### config.mk
export PLATFORM = sky130hd
export DESIGN_NAME = uart_tx_fifo
export DESIGN_NICKNAME = d
export VERILOG_FILES = /design/src/rtl/uart_tx_fifo_pkg.sv /design/src/rtl/uart_tx_fifo_sync_fifo.sv /design/src/rtl/uart_tx_fifo.sv
export SDC_FILE = /design/constraint.sdc
export NUM_CORES = 1
export LEC_CHECK = 0
export ABC_AREA = 0
export CELL_PAD_IN_SITES_DETAIL_PLACEMENT = 1
export CELL_PAD_IN_SITES_GLOBAL_PLACEMENT = 1
export CORE_ASPECT_RATIO = 0.6
export CORE_UTILIZATION = 40
export CTS_CLUSTER_DIAMETER = 60
export DETAILED_ROUTE_END_ITERATION = 16
export PLACE_DENSITY = 0.64
export SLEW_MARGIN = 20
export SYNTH_ARGS = -nofsm -noshare
export SYNTH_HDL_FRONTEND = slang
export SYNTH_SLANG_ARGS = --single-unit
### constraint.sdc
create_clock -name clk -period 8.4 [get_ports clk]
set_input_delay 1.68 -clock clk [delete_from_list [all_inputs] [get_ports clk]]
set_output_delay 1.68 -clock clk [all_outputs]
set_load 0.02 [all_outputs]
### src/rtl/uart_tx_fifo_pkg.sv
// Shared definitions for the buffered UART transmitter.
// FSM state encoding and baud divider computation.
package uart_tx_fifo_pkg;

  typedef enum logic [1:0] {
    IDLE  = 2'd0,
    START = 2'd1,
    DATA  = 2'd2,
    STOP  = 2'd3
  } tx_state_e;

  localparam int unsigned DATA_BITS = 8;

  function automatic int unsigned clks_per_bit(
    input int unsigned clk_freq,
    input int unsigned baud
  );
    return clk_freq / baud;
  endfunction

endpackage

### src/rtl/uart_tx_fifo_sync_fifo.sv
// Synchronous FIFO with registered pointers and occupancy count.
// Head word is presented combinationally on rdata_o.
module uart_tx_fifo_sync_fifo #(
  parameter int unsigned WIDTH = 8,
  parameter int unsigned DEPTH = 16
) (
  input  logic                     clk,
  input  logic                     rst_n,
  input  logic                     push_i,
  input  logic [WIDTH-1:0]         wdata_i,
  input  logic                     pop_i,
  output logic [WIDTH-1:0]         rdata_o,
  output logic [$clog2(DEPTH):0]   count_o,
  output logic                     full_o,
  output logic                     empty_o
);

  localparam int unsigned AW = $clog2(DEPTH);

  logic [WIDTH-1:0] mem_q [DEPTH];
  logic [AW-1:0]    wr_q, wr_d;
  logic [AW-1:0]    rd_q, rd_d;
  logic [AW:0]      cnt_q, cnt_d;
  logic             do_push, do_pop;

  assign full_o  = (cnt_q == (AW+1)'(DEPTH));
  assign empty_o = (cnt_q == '0);
  assign count_o = cnt_q;
  assign rdata_o = mem_q[rd_q];

  assign do_push = push_i && !full_o;
  assign do_pop  = pop_i && !empty_o;

  // Pointers are AW bits wide, so they wrap modulo DEPTH.
  always_comb begin
    wr_d  = wr_q;
    rd_d  = rd_q;
    cnt_d = cnt_q;
    if (do_push) wr_d = wr_q + 1'b1;
    if (do_pop)  rd_d = rd_q + 1'b1;
    unique case ({do_push, do_pop})
      2'b10:   cnt_d = cnt_q + 1'b1;
      2'b01:   cnt_d = cnt_q - 1'b1;
      default: cnt_d = cnt_q;
    endcase
  end

  always_ff @(posedge clk) begin
    if (!rst_n) begin
      wr_q  <= '0;
      rd_q  <= '0;
      cnt_q <= '0;
    end else begin
      wr_q  <= wr_d;
      rd_q  <= rd_d;
      cnt_q <= cnt_d;
    end
  end

  always_ff @(posedge clk) begin
    if (do_push) mem_q[wr_q] <= wdata_i;
  end

endmodule

### src/rtl/uart_tx_fifo.sv
// Buffered 8N1 UART transmitter: valid/ready byte input,
// FIFO, and LSB-first serialiser with a registered line output.
module uart_tx_fifo
  import uart_tx_fifo_pkg::*;
#(
  parameter int unsigned CLK_FREQ = 48_000_000,
  parameter int unsigned BAUD     = 115_200,
  parameter int unsigned DEPTH    = 16
) (
  input  logic       clk,
  input  logic       rst_n,
  input  logic [7:0] data_in,
  input  logic       data_valid,
  output logic       data_ready,
  output logic       uart_txo,
  output logic       busy
);

  localparam int unsigned CPB = clks_per_bit(CLK_FREQ, BAUD);
  localparam int unsigned CW  = $clog2(CPB);
  localparam int unsigned AW  = $clog2(DEPTH);

  tx_state_e     state_q, state_d;
  logic [CW-1:0] baud_q, baud_d;
  logic [2:0]    bit_q, bit_d;
  logic [7:0]    shreg_q, shreg_d;
  logic          tx_q, tx_d;
  logic          busy_q, busy_d;

  logic [7:0]    fifo_rdata;
  logic [AW:0]   fifo_count;
  logic          fifo_full;
  logic          fifo_empty;
  logic          push, pop;
  logic          bit_end;

  assign data_ready = rst_n && !fifo_full;
  assign push       = data_valid && data_ready;
  assign bit_end    = (baud_q == CW'(CPB - 1));
  assign uart_txo   = tx_q;
  assign busy       = busy_q;

  uart_tx_fifo_sync_fifo #(
    .WIDTH (8),
    .DEPTH (DEPTH)
  ) u_fifo (
    .clk     (clk),
    .rst_n   (rst_n),
    .push_i  (push),
    .wdata_i (data_in),
    .pop_i   (pop),
    .rdata_o (fifo_rdata),
    .count_o (fifo_count),
    .full_o  (fifo_full),
    .empty_o (fifo_empty)
  );

  always_ff @(posedge clk) begin
    if (!rst_n) begin
      state_q <= IDLE;
      baud_q  <= '0;
      bit_q   <= '0;
      shreg_q <= '0;
      tx_q    <= 1'b1;
      busy_q  <= 1'b0;
    end else begin
      state_q <= state_d;
      baud_q  <= baud_d;
      bit_q   <= bit_d;
      shreg_q <= shreg_d;
      tx_q    <= tx_d;
      busy_q  <= busy_d;
    end
  end

  always_comb begin
    state_d = state_q;
    pop     = 1'b0;
    unique case (state_q)
      IDLE: begin
        if (!fifo_empty) begin
          pop     = 1'b1;
          state_d = START;
        end
      end
      START: begin
        if (bit_end) state_d = DATA;
      end
      DATA: begin
        if (bit_end && bit_q == 3'(DATA_BITS - 1))
          state_d = STOP;
      end
      STOP: begin
        if (bit_end) begin
          if (!fifo_empty) begin
            pop     = 1'b1;
            state_d = START;
          end else begin
            state_d = IDLE;
          end
        end
      end
      default: state_d = IDLE;
    endcase

    // Counter restarts on any state entry, including STOP->START.
    if (state_d != state_q || bit_end || state_q == IDLE)
      baud_d = '0;
    else
      baud_d = baud_q + 1'b1;

    bit_d = bit_q;
    if (state_q == START)
      bit_d = '0;
    else if (state_q == DATA && bit_end)
      bit_d = bit_q + 1'b1;

    shreg_d = shreg_q;
    if (pop)
      shreg_d = fifo_rdata;
    else if (state_q == DATA && bit_end)
      shreg_d = {1'b0, shreg_q[7:1]};
  end

  always_comb begin
    tx_d = 1'b1;
    unique case (1'b1)
      state_q == START: tx_d = 1'b0;
      state_q == DATA:  tx_d = shreg_q[0];
      default:          tx_d = 1'b1;
    endcase
    busy_d = (state_q != IDLE) || (fifo_count != '0);
  end

endmodule
Yosys cells after proc, flatten, opt, wreduce, memory -nomap -nowiden
Memories as Yosys holds them, arrays and structs flattened. A register that Yosys moved wholly into a read port is not among the register bits.
Index checks and enable logic that the tools add are counted.

storage, ports and cells
  input bits = 11
  memories kept = 1
  output and inout port bits = 3
  RAM bits = 128
  register bits = 37

memory list
  memory        words  bits a word  rd ports  clocked after Yosys merged registers in  write ports  line                          source
  u_fifo.mem_q  16     8            1         1                                        1            uart_tx_fifo_sync_fifo.sv:20  logic [WIDTH-1:0] mem_q [DEPTH];

cells by class
  bitwise operators = 1
  multiplexer cells = 17
  reduce and logical (&&, ||, !) cells = 19
  equality and inequality tests = 9
  $add $sub $neg = 6

operators by type and width
  operator                                                             number
  8-bit two-way mux                                                    2
  5-bit one-hot mux with 2 select lines                                1
  9-bit by 1-bit adder with 9-bit output (second input constant)       1
  9-bit == test (second input constant)                                1
  4-bit by 1-bit adder with 4-bit output (second input constant)       2
  2-bit two-way mux                                                    4
  4-bit two-way mux                                                    2
  2-bit one-hot mux with 4 select lines                                1
  2-bit == test (second input constant)                                3
  1-bit logical AND                                                    6
  2-bit nonzero test                                                   3
  5-bit by 1-bit adder with 5-bit output (second input constant)       1
  5-bit == test (second input constant)                                1
  5-bit logical NOT                                                    1
  1-bit two-way mux                                                    5
  5-bit nonzero test                                                   1
  5-bit by 1-bit subtractor with 5-bit output (second input constant)  1
  2-bit by 1-bit == test with 1-bit output (second input constant)     2
  1-bit one-hot mux with 2 select lines                                2
  2-bit OR reduction                                                   2
  3-bit by 1-bit adder with 3-bit output (second input constant)       1
  3-bit == test (second input constant)                                1
  1-bit logical OR                                                     3
  1-bit logical NOT                                                    2
  3 further kinds                                                      3

Longest topological paths before layout
  word-level depth = 8
  gate-level depth with buffers = 15
  depth with buffers taken out = 13

By module
A second synthesis with hierarchy kept.

unflattened totals
  cell total of the unflattened synthesis = 469
  area total of the unflattened synthesis = 7277.0 sq um

by module, submodules not included
  module                  area each (sq um)  cells an instance  instances
  uart_tx_fifo_sync_fifo  5931.9             331                1
  uart_tx_fifo            1345.0             138                1

Worst setup path before layout
OpenSTA, ideal clock, no wires.

  kind = input-to-output
  start = in rst_n
  end = out data_ready
  path buffers = 2
  path slack = 4018 ps
  data required time = 6720 ps
  arrival = 2702 ps
  stages on the path = 3
  path through = clkbuf_1 -> clkbuf_1 -> a21boi_0

between the ends
  longest elaborated chain between the ends = 1

ends and longest elaborated chain
  element            line                source
  from (decl)        uart_tx_fifo.sv:11  input logic rst_n,
  1-bit logical AND  uart_tx_fifo.sv:37  assign data_ready = rst_n && !fifo_full;
  to (decl)          uart_tx_fifo.sv:14  output logic data_ready,

No other way between the ends.

Final worst setup path
Ends and elaborated chain as after synthesis.

==> run metrics <==
# setup viols final 0; Worst Max-Slew Pin Slew ~1.0 ns; post-CTS setup buffers 0; Fmax ~200 MHz; initial core utilization 41.25%; met1 GRT Util a little under 30%; Leakage Power approximately 2.6 nW; Final HPWL DP just over 10000 µm; Avg Synthesized Cell Area between 15 and 20 µm²; DR iter-0 viols about 330; final wirelength approximately 15000 µm; crit path max fanout 37; CTS clk-pin slew, worst paths 0.07 ns; layout cells sized above 1 between 20% and 30%; Synth Area in Compound Gates under 10%; total number of vias roughly 3800; nets between 400 and 500; Worst Path Required between 6 and 7 ns; Post-synth ARST share 0%; Post-Synth XOR/XNOR Area 2.085%; area grow syn2layout 13.47%; CTS Hold Buffers Added 0; GRT busiest layer met1; largest net degree at the start of global routing 38; worst-skew pair later-pin latency roughly 0.42 ns; Residual DRC 0; first-pass GRT wire length ~24000 µm; Period Utilization, post-route approximately 60%; post-synthesis adder-cell area fraction under 10%; WS Path Type in -> out; Final Skew around 0.014 ns; Ys Warns 0; share of Yosys cell area claimed by the top area cell type 53.82%; Post-Place Setup Slack 3.420 ns; simple-gate portion of the synthesized area 9.636%; Arrival @ worst endpoint 3.29 ns; placeable core area 17310 µm²; Top-Level Pins 14; GR Util met3 roughly 3.7%; largest family of logic cells by synthesized area multiplexers; minimum clock period 4.972 ns; Pre-antenna DRT Iters 5; Yosys cell types 52; htree depth 4; initial antenna violation count 0; Setup crit start kind input port; Critical Path End Type output port; Area contributors post-synth edfxtp_1 54%, mux4_2 12%, dfxtp_1 11%; gr ovfl total 0; cell accounting for the most synthesized area edfxtp_1; die height 105.5 µm; worst setup margin 3.428 ns; I/O Buffers 13; DIE AREA about 18000 µm²; GR Layer Usage met2 24.53%; Cells after Synth 447; Post-synth EDFFs roughly 130; RePlAce Congestion around 0.76; wire per inst roughly 22 µm; Post-Syn Nets between 400 and 500; CTS Buf Count 17; Peak VDD IR ~0.00011 V; CTS sink count 169; RSZ-0062 raised after global routing false; Pwr per Cell Area 306.9 nW/µm²; Root Buffer Master clkbuf_16; outcome complete, no violations; flops & latches, synth around 170; Pwr Total ~2.5 mW; Synth Flop Type edfxtp_1; row count 37; Post-Synthesis Cell Area slightly above 7000 µm²; Hold Path Class reg -> reg; relative slew slack between 30% and 40%; fillers approximately 1700; Antenna Cells 0; vias per std cell approximately 5.4; Chip Width roughly 170 µm; setup tns final 0 ns; CTS Buffer Depth 2; Slew Viols, Final 0; Max-Cap Viols 0; vias in the first global route roughly 4000; CTS tree built; post_cts resized 0; Tot GR Track Use a little under a fifth; Seq/Total Area, Yosys between 60% and 70%; final hold vios 0; post-route ant nets 0; mux cell area share after synthesis between 10% and 20%
worst max-delay path, stage by stage:
cell	delay, ns
clkdlybuf4s50_1	0.45
buf_4	0.32
a21boi_0	0.21
clkdlybuf4s50_1	0.62
layout make-up:
cell class	count	area (µm²)	share of cell area [%]
Clock buffer	17	425.4	5.249
Timing Repair Buffer	20	182.7	2.254
Sequential cell	169	4666	57.57
Inverter	8	30.03	0.3705
Multi-Input combinational cell	248	2330	28.75
Clock inverter	15	177.7	2.192
Tap cell	234	292.8	3.613
final timing paths:
kind | startpoint | to | slack (ns) | cells after the start
worst min register to register | shreg_q[7] | shreg_q[7] | 0.46 | 2
worst max register to register | baud_q[0] | u_fifo.count_o[2] | 4.40 | 12
worst max-delay path | rst_n | data_ready | 3.43 | 4
worst min-delay path | shreg_q[7] | shreg_q[7] | 0.46 | 2
registers in the layout, indices dropped and copies added, names as in the netlist, named ones only:
signal and flops:
u_fifo.count_o 5, shreg_q 8, uart_txo 1, state_q 2, busy 1, bit_q 3, u_fifo.wr_q 4, baud_q 9
u_fifo.mem_q 128, u_fifo.rd_q 4
placed cells by master (no fill, tap or decap), types with 4 or more instances in the layout:
cell type	Yosys	final
edfxtp_1	128	128
dfxtp_1	41	40
mux4_2	39	39
nor2_1	33	33
nand2_1	29	29
clkbuf_16	0	17
ha_1	16	16
xnor2_1	13	13
clkdlybuf4s50_1	0	13
nor3_1	10	10
nand3_1	10	10
and2_1	10	10
mux2_2	8	8
o21ai_1	8	8
nand2b_1	7	7
nand4_1	7	7
buf_4	0	7
inv_1	6	6
inv_8	0	6
xor2_1	4	4
nor3b_1	4	4
a21oi_1	4	4
mux2i_1	4	4
stage by stage:
| stage | hold WS, ns | std cells | cell area (µm²) | utilization [%] |
|---|---|---|---|---|
| finish | 0.4639 | 711 | 8104 | 46.81 |
| global route | 0.4948 | 711 | 8104 | 46.81 |
| CTS | 0.4646 | 711 | 8104 | 46.81 |
| detailed placement | 0.4546 | 679 | 7501 | 43.32 |
| global placement | 0.4422 | 679 | 7501 | 43.32 |
| floorplan | 0.4351 | 447 | 7142 | - |
routing by layer:
layer	vias to the layer above	wire, µm
met4	0	17
li1	1767	-
met5	-	0
met1	1975	7933
met3	2	1022
met2	79	6499
cell families after synthesis:
group,Yosys count
compound gates,38
buf+inv,30
xor+xnor,17
simple gates,126
flops,169
fa+ha+maj,16
mux,51
cell usage after synthesis (3+ instances only):
library cell,number
edfxtp_1,128
dfxtp_1,41
mux4_2,39
nor2_1,33
nand2_1,29
ha_1,16
xnor2_1,13
and2_1,10
clkbuf_1,10
nand3_1,10
nor3_1,10
mux2_2,8
o21ai_1,8
nand2b_1,7
nand4_1,7
inv_1,6
a21oi_1,4
buf_1,4
buf_2,4
buf_6,4
mux2i_1,4
nor3b_1,4
xor2_1,4
a21boi_0,3
a21boi_1,3
nor4b_2,3
o22ai_1,3
where the power goes:
part | leakage, nW | total [mW] | internal [mW] | switching [mW]
registers | 1.49 | 0.994 | 0.949 | 0.0446
logic | 0.837 | 0.688 | 0.307 | 0.381
clock network | 0.295 | 0.805 | 0.452 | 0.353
(Power assumes the default switching activity.)
